==> src/rtl/hdmi_timing_pkg.sv <==
// Shared 640x480@60 raster constants and helpers for the HDMI read-side timing generator.
package hdmi_timing_pkg;

  localparam int unsigned H_ACTIVE_DEF  = 640;
  localparam int unsigned H_FP_DEF      = 16;
  localparam int unsigned H_SYNC_DEF    = 96;
  localparam int unsigned H_BP_DEF      = 48;
  localparam int unsigned H_TOTAL_DEF   = H_ACTIVE_DEF + H_FP_DEF + H_SYNC_DEF + H_BP_DEF;

  localparam int unsigned V_ACTIVE_DEF  = 480;
  localparam int unsigned V_FP_DEF      = 10;
  localparam int unsigned V_SYNC_DEF    = 2;
  localparam int unsigned V_BP_DEF      = 33;
  localparam int unsigned V_TOTAL_DEF   = V_ACTIVE_DEF + V_FP_DEF + V_SYNC_DEF + V_BP_DEF;

  localparam int unsigned READ_LEAD_DEF = 4;
  localparam int unsigned OUT_LAT_DEF   = 3;

  // Control bundle carried through the delay lines; syncs stay active-low end to end.
  typedef struct packed {
    logic de;
    logic hsync_n;
    logic vsync_n;
  } video_ctl_t;

  localparam video_ctl_t CTL_IDLE = '{de: 1'b0, hsync_n: 1'b1, vsync_n: 1'b1};

  // Half-open window test [lo, hi) used for all raster decodes.
  function automatic logic in_range(input int unsigned value,
                                    input int unsigned lo,
                                    input int unsigned hi);
    return (value >= lo) && (value < hi);
  endfunction

endpackage

==> src/rtl/delay_line.sv <==
// Fixed-depth register pipeline with a programmable idle value and synchronous flush.
module delay_line
  import hdmi_timing_pkg::*;
#(
  parameter int unsigned      WIDTH = 1,
  parameter int unsigned      DEPTH = 1,
  parameter logic [WIDTH-1:0] INIT  = '0
) (
  input  logic             clk,
  input  logic             rst_n,
  input  logic             clr,
  input  logic [WIDTH-1:0] din,
  output logic [WIDTH-1:0] dout
);

  logic [WIDTH-1:0] stages [DEPTH];

  // Shift one stage per clock; a flush forces every stage back to idle so nothing stale drains out later.
  always_ff @(posedge clk or negedge rst_n) begin
    if (!rst_n) begin
      for (int i = 0; i < int'(DEPTH); i++) stages[i] <= INIT;
    end else if (clr) begin
      for (int i = 0; i < int'(DEPTH); i++) stages[i] <= INIT;
    end else begin
      stages[0] <= din;
      for (int i = 1; i < int'(DEPTH); i++) stages[i] <= stages[i-1];
    end
  end

  assign dout = stages[DEPTH-1];

endmodule

==> src/rtl/hdmi_read_timing.sv <==
// Raster timing for the HDMI read path: frame-memory read strobes lead the
// pixel pipeline, and DE/syncs are realigned after the colour-conversion latency.
module hdmi_read_timing
  import hdmi_timing_pkg::*;
#(
  parameter int unsigned H_ACTIVE  = H_ACTIVE_DEF,
  parameter int unsigned H_FP      = H_FP_DEF,
  parameter int unsigned H_SYNC    = H_SYNC_DEF,
  parameter int unsigned H_BP      = H_BP_DEF,
  parameter int unsigned V_ACTIVE  = V_ACTIVE_DEF,
  parameter int unsigned V_FP      = V_FP_DEF,
  parameter int unsigned V_SYNC    = V_SYNC_DEF,
  parameter int unsigned V_BP      = V_BP_DEF,
  parameter int unsigned READ_LEAD = READ_LEAD_DEF,
  parameter int unsigned OUT_LAT   = OUT_LAT_DEF
) (
  input  logic Hclk,
  input  logic rstn,
  input  logic en,
  output logic HVsync,
  output logic HMemRead,
  output logic pVDE,
  output logic vde,
  output logic hsync,
  output logic vsync,
  output logic frame_start
);

  localparam int unsigned H_TOTAL  = H_ACTIVE + H_FP + H_SYNC + H_BP;
  localparam int unsigned V_TOTAL  = V_ACTIVE + V_FP + V_SYNC + V_BP;
  localparam int unsigned HW       = (H_TOTAL > 1) ? $clog2(H_TOTAL) : 1;
  localparam int unsigned VW       = (V_TOTAL > 1) ? $clog2(V_TOTAL) : 1;
  localparam logic [HW-1:0] H_LAST = HW'(H_TOTAL - 1);
  localparam logic [VW-1:0] V_LAST = VW'(V_TOTAL - 1);
  localparam int unsigned HS_START = H_ACTIVE + H_FP;
  localparam int unsigned HS_END   = HS_START + H_SYNC;
  localparam int unsigned VS_START = V_ACTIVE + V_FP;
  localparam int unsigned VS_END   = VS_START + V_SYNC;

  logic [HW-1:0] hcnt;
  logic [VW-1:0] vcnt;
  logic          hsync_raw_n;
  logic          vsync_raw_n;
  logic          flush;
  video_ctl_t    lead_ctl;
  video_ctl_t    out_ctl;

  assign flush = ~en;

  // Raster position: pixel counter wraps per line and steps the line counter; parked at origin while disabled.
  always_ff @(posedge Hclk or negedge rstn) begin
    if (!rstn) begin
      hcnt <= '0;
      vcnt <= '0;
    end else if (!en) begin
      hcnt <= '0;
      vcnt <= '0;
    end else if (hcnt == H_LAST) begin
      hcnt <= '0;
      vcnt <= (vcnt == V_LAST) ? '0 : vcnt + 1'b1;
    end else begin
      hcnt <= hcnt + 1'b1;
    end
  end

  // Decode the current raster position into read-side strobes and undelayed syncs.
  always_ff @(posedge Hclk or negedge rstn) begin
    if (!rstn) begin
      HVsync      <= 1'b0;
      HMemRead    <= 1'b0;
      hsync_raw_n <= 1'b1;
      vsync_raw_n <= 1'b1;
      frame_start <= 1'b0;
    end else if (!en) begin
      HVsync      <= 1'b0;
      HMemRead    <= 1'b0;
      hsync_raw_n <= 1'b1;
      vsync_raw_n <= 1'b1;
      frame_start <= 1'b0;
    end else begin
      HVsync      <= in_range(32'(vcnt), 0, V_ACTIVE);
      HMemRead    <= in_range(32'(hcnt), 0, H_ACTIVE) && in_range(32'(vcnt), 0, V_ACTIVE);
      hsync_raw_n <= !in_range(32'(hcnt), HS_START, HS_END);
      vsync_raw_n <= !in_range(32'(vcnt), VS_START, VS_END);
      frame_start <= (hcnt == '0) && (vcnt == '0);
    end
  end

  // Cover the frame-memory latency: read strobe becomes pre-DE, syncs ride along.
  delay_line #(
    .WIDTH (3),
    .DEPTH (READ_LEAD),
    .INIT  (CTL_IDLE)
  ) u_lead_delay (
    .clk   (Hclk),
    .rst_n (rstn),
    .clr   (flush),
    .din   ({HMemRead, hsync_raw_n, vsync_raw_n}),
    .dout  (lead_ctl)
  );

  // Cover the colour-conversion latency so DE and syncs line up with the pixel data.
  delay_line #(
    .WIDTH (3),
    .DEPTH (OUT_LAT),
    .INIT  (CTL_IDLE)
  ) u_out_delay (
    .clk   (Hclk),
    .rst_n (rstn),
    .clr   (flush),
    .din   (lead_ctl),
    .dout  (out_ctl)
  );

  assign pVDE  = lead_ctl.de;
  assign vde   = out_ctl.de;
  assign hsync = out_ctl.hsync_n;
  assign vsync = out_ctl.vsync_n;

endmodule

==> config.mk <==
export PLATFORM = sky130hd
export DESIGN_NAME = hdmi_read_timing
export DESIGN_NICKNAME = d
export VERILOG_FILES = /design/src/rtl/hdmi_timing_pkg.sv /design/src/rtl/delay_line.sv /design/src/rtl/hdmi_read_timing.sv
export SDC_FILE = /design/constraint.sdc
export NUM_CORES = 1
export LEC_CHECK = 0
export CORE_MARGIN = 5
export CORE_UTILIZATION = 56
export CTS_BUF_LIST = sky130_fd_sc_hd__clkbuf_4
export CTS_CLUSTER_SIZE = 12
export DETAILED_ROUTE_END_ITERATION = 12
export GPL_ROUTABILITY_DRIVEN = 1
export PLACE_DENSITY = 0.78
export SKIP_LAST_GASP = 1
export SLEW_MARGIN = 20
export SYNTH_ARGS = -nofsm -noshare
export SYNTH_HDL_FRONTEND = slang
export SYNTH_HIERARCHICAL = 1
export SYNTH_SLANG_ARGS = --single-unit
==> constraint.sdc <==
create_clock -name Hclk -period 2 [get_ports Hclk]
set_clock_uncertainty 0.2 [all_clocks]
set_input_delay 0.2 -clock Hclk [delete_from_list [all_inputs] [get_ports Hclk]]
set_output_delay 0.2 -clock Hclk [all_outputs]
set_load 0.05 [all_outputs]
==> results.sh, run 1 <==
export IMPL_detail_route_vias_per_cell=5.49
export IMPL_critical_path_reg2reg_startpoint="vcnt[0]"
export IMPL_global_route_wire_length_before_repair_um=6540
export IMPL_io_pins=10
export IMPL_core_area_sq_um=3630
export IMPL_cap_viol_max_count=0
export IMPL_violations="negative setup slack"
export IMPL_rows=22
export IMPL_maxSlewHeadroom=0.628
export IMPL_clock_path_buffers=2
export IMPL_synth_seq_area_share=0.563
export IMPL_cpMaxStageDelayCell="or4b_4"
export IMPL_drt_wirelength_per_cell_um=14.5
export IMPL_critical_path_max_fanout=5
export IMPL_power_leakage_nw=1.05
export IMPL_cpPeakStageDelay_ns=0.51
export IMPL_crit_family="simple AND/OR/NAND/NOR gates"
export IMPL_mux_cell_area_share_after_synthesis=0
export IMPL_fin_nets=216
export IMPL_ys_dominant_reg_cell="dfrtp_1"
export IMPL_period_minus_slack_ns=2.14
export IMPL_critical_path_startpoint_type="flip-flop"
export IMPL_floorplan_initialDensity=0.573
export IMPL_cp_depth=7
export IMPL_synth_xor_xnor_area_share=0.0337
export IMPL_cells_on_worst_reg2reg_path=7
export IMPL_setup_ws_ns=-0.138
export IMPL_p_per_area_nw_per_um2=619
export IMPL_remaining_drc_errors=0
export IMPL_drt_total_wl_um=3740
export IMPL_tritoncts="built"
export IMPL_arrival_ns=2.21
export IMPL_post_route_cells_drive_above_1_share=0.295
export IMPL_syn_avg_cell_area_sq_um=11.4
export IMPL_hold_slack_ns=0.228
export IMPL_share_clk_of_total_power=0.297
export IMPL_die_height_um=71.0
export IMPL_routed_via_count=1416
export IMPL_rrSetupSlack_ns=-0.14
export IMPL_internal_power_mw=1.12
export IMPL_cts_root_buffer="clkbuf_4"
export IMPL_synthesis_area_sq_um=2080
export IMPL_clock_sinks=46
export IMPL_worst_slew_pin_slew_ns=0.557
export IMPL_grt_pass1_vias=1432
export IMPL_detailedPlace_worstSlack_ns=-0.215
export IMPL_die_width_um=71.0
export IMPL_cts_inserted_buffers=5
export IMPL_detail_route_first_pass_iterations=4
export IMPL_grt_remaining_overflow=0
export IMPL_power_switching_uw=379
export IMPL_synthAdderAreaFrac=0.0240
export IMPL_timing_critical_path_cells="inv_1 > ha_1 > or4b_4 > o41ai_4 > buf_4 > o21ai_1 > a22o_1"
export IMPL_asyncSetResetFlopFracSynth=1.00
export IMPL_synth_top_family_by_area="simple AND/OR/NAND/NOR gates"
export IMPL_insertedDiodeCount=0
export IMPL_dpl_hpwl_um=2610
export IMPL_syn_inst=182
export IMPL_worstPathRequired_ns=2.07
export IMPL_total_global_routing_track_utilization=0.165
export IMPL_dr_first_iter_drc_count=81
export IMPL_layout_area_overhead_vs_synth_pct=16.0
export IMPL_hold_crit_class="input port to asynchronous set/reset pin"
export IMPL_place_congestion=0.935
export IMPL_timing_critical_path_buf_inv=2
export IMPL_highest_clock_rate_ghz=0.468
export IMPL_unrepaired_setup_endpoints_after_global_routing="true"
export IMPL_post_synth_and_or_nand_nor_area_fraction=0.246
export IMPL_synth_edf_count=0
export IMPL_port_buffers=9
export IMPL_report_final_hold_viol_count=0
export IMPL_timing_final_max_slew_violations=0
export IMPL_worst_skew_pair_late_latency_ns=0.37
export IMPL_synth_warnings=6
export IMPL_register_area_sq_um=1170
export IMPL_antenna_found_initial=0
export IMPL_synth_ff_latch_count=46
export IMPL_power_ir_vdd_worst_uv=346
export IMPL_die_area_sq_um=5040
export IMPL_synth_net_count=189
export IMPL_multi_input_area_sq_um=846
export IMPL_grt_max_degree=47
export IMPL_filler_cells_inserted=267
export IMPL_run_status="finished with violations"
export IMPL_switching_share=0.254
export IMPL_power_share_sequential=0.637
export IMPL_final_antenna_net_count=0
export IMPL_setup_worst_path_end_class="flip-flop"
export IMPL_setup_viol_count_final=10
export IMPL_combPwrFrac=0.067
export IMPL_cts_max_level=2
export IMPL_synth_distinct_cells=47
export IMPL_synth_compound_area_share=0.0841
export IMPL_period_utilisation_layout=1.07
export IMPL_regToRegEndpoint="vcnt[5]"
export IMPL_critical_path_class="flip-flop to flip-flop"
export IMPL_clk_transition_reported_paths_ns=0.13
timing repair:
item,4_1_cts,5_1_grt
hold endpoints to repair,30,0
pin swaps,6,0
setup endpoints to repair,10,12
resized for setup,6,4
setup buffers,0,2
hold buffers,1,0
worst register-to-register path, stage by stage (launching register included):
cell and delay, ns:
dfrtp_1 0.40, inv_1 0.06, ha_1 0.16, or4b_4 0.51, o41ai_4 0.21, buf_4 0.19
o21ai_1 0.07, a22o_1 0.23
final cells by class:
type                    instances  area share
inverters                       7      0.0109
multi-input cells             118       0.350
well taps                      48      0.0249
flip-flops and latches         46       0.485
clock inverters                 3     0.00880
clock buffers                   5      0.0155
repair buffers                 31       0.105
worst max-delay path by stage:
stage                        from      end
after floorplan           vcnt[0]  vcnt[5]
after global placement         en  vcnt[7]
after detailed placement  vcnt[1]  vcnt[5]
after CTS                 vcnt[0]  vcnt[7]
after global routing      vcnt[1]  vcnt[0]
final                     vcnt[0]  vcnt[5]
synth_stat cells, types with 3 or more instances:
master / instances / area share
dfrtp_1: 30 / 0.36
dfstp_2: 16 / 0.20
or2_1: 15 / 0.045
nor2_1: 12 / 0.022
nand2_1: 9 / 0.016
buf_4: 7 / 0.025
inv_1: 7 / 0.013
nand3_1: 7 / 0.017
nor2b_1: 6 / 0.018
o21ai_0: 6 / 0.014
ha_1: 4 / 0.024
nor3_1: 4 / 0.0096
nor3b_1: 4 / 0.014
xnor2_1: 4 / 0.017
xor2_1: 4 / 0.017
a22o_1: 3 / 0.013
and3_1: 3 / 0.0090
and4_1: 3 / 0.013
nand4_1: 3 / 0.0090
layer usage:
layer  up-vias  track usage  routed length, um
met4         0       0.0752                 82
met1       693        0.222               1770
li1        675            -                  -
met3        10       0.0455                184
met5         -            0                  0
met2        38        0.248               1700
power groups by stage:
stage / clock network (mW) / registers [mW] / logic, mW
2_1_floorplan: 0 / 0.982 / 0.0345
3_3_place_gp: 0 / 0.967 / 0.0945
3_5_place_dp: 0 / 0.968 / 0.0959
4_1_cts: 0.454 / 0.952 / 0.0986
5_1_grt: 0.499 / 0.954 / 0.112
6_report: 0.444 / 0.952 / 0.0998
placed cells by master (no fill, tap or decap), drive strengths merged, types with 5 or more instances in the layout:
master         instances
or2                   16
nor2                  12
nor2b                  6
nand2                  9
clkdlybuf4s50          5
clkbuf                 5
inv                    7
o21ai                  7
dfstp                 16
buf                   24
dfrtp                 30
nand3                  7
kinds of logic after synthesis:
family | Yosys count
AO/OA/AOI/OAI | 22
XOR/XNOR | 8
adder cells (fa/ha/maj) | 4
buffers and inverters | 18
flip-flops | 46
AND/OR/NAND/NOR | 84
state kept, by name, indices dropped and copies added (netlist names):
signal / count
HVsync: 1
u_lead_delay/stages: 9
hsync_raw_n: 1
hcnt: 10
u_out_delay/dout: 3
vcnt: 10
HMemRead: 1
vsync_raw_n: 1
u_lead_delay/dout: 3
frame_start: 1
u_out_delay/stages: 6
through the flow:
step / cell area, sq um / power, mW / TNS [ns] / std cells / util
detailed placement: 2310 / 1.06 / -1.55 / 247 / 0.635
floorplan: 2110 / 1.02 / -0.282 / 182 / -
global route: 2420 / 1.57 / -1.56 / 258 / 0.665
finish: 2420 / 1.50 / -0.932 / 258 / 0.665
CTS: 2380 / 1.50 / -0.965 / 256 / 0.655
global placement: 2310 / 1.06 / -0.616 / 247 / 0.635
Power figures use the tool's default switching activity.
==> inputs of run 2 (changes only) <==
Settings changed: GPL_ROUTABILITY_DRIVEN 1 to 0.
==> results of run 2 <==
Final layout, timing and power as in run 1 (identical DEF).
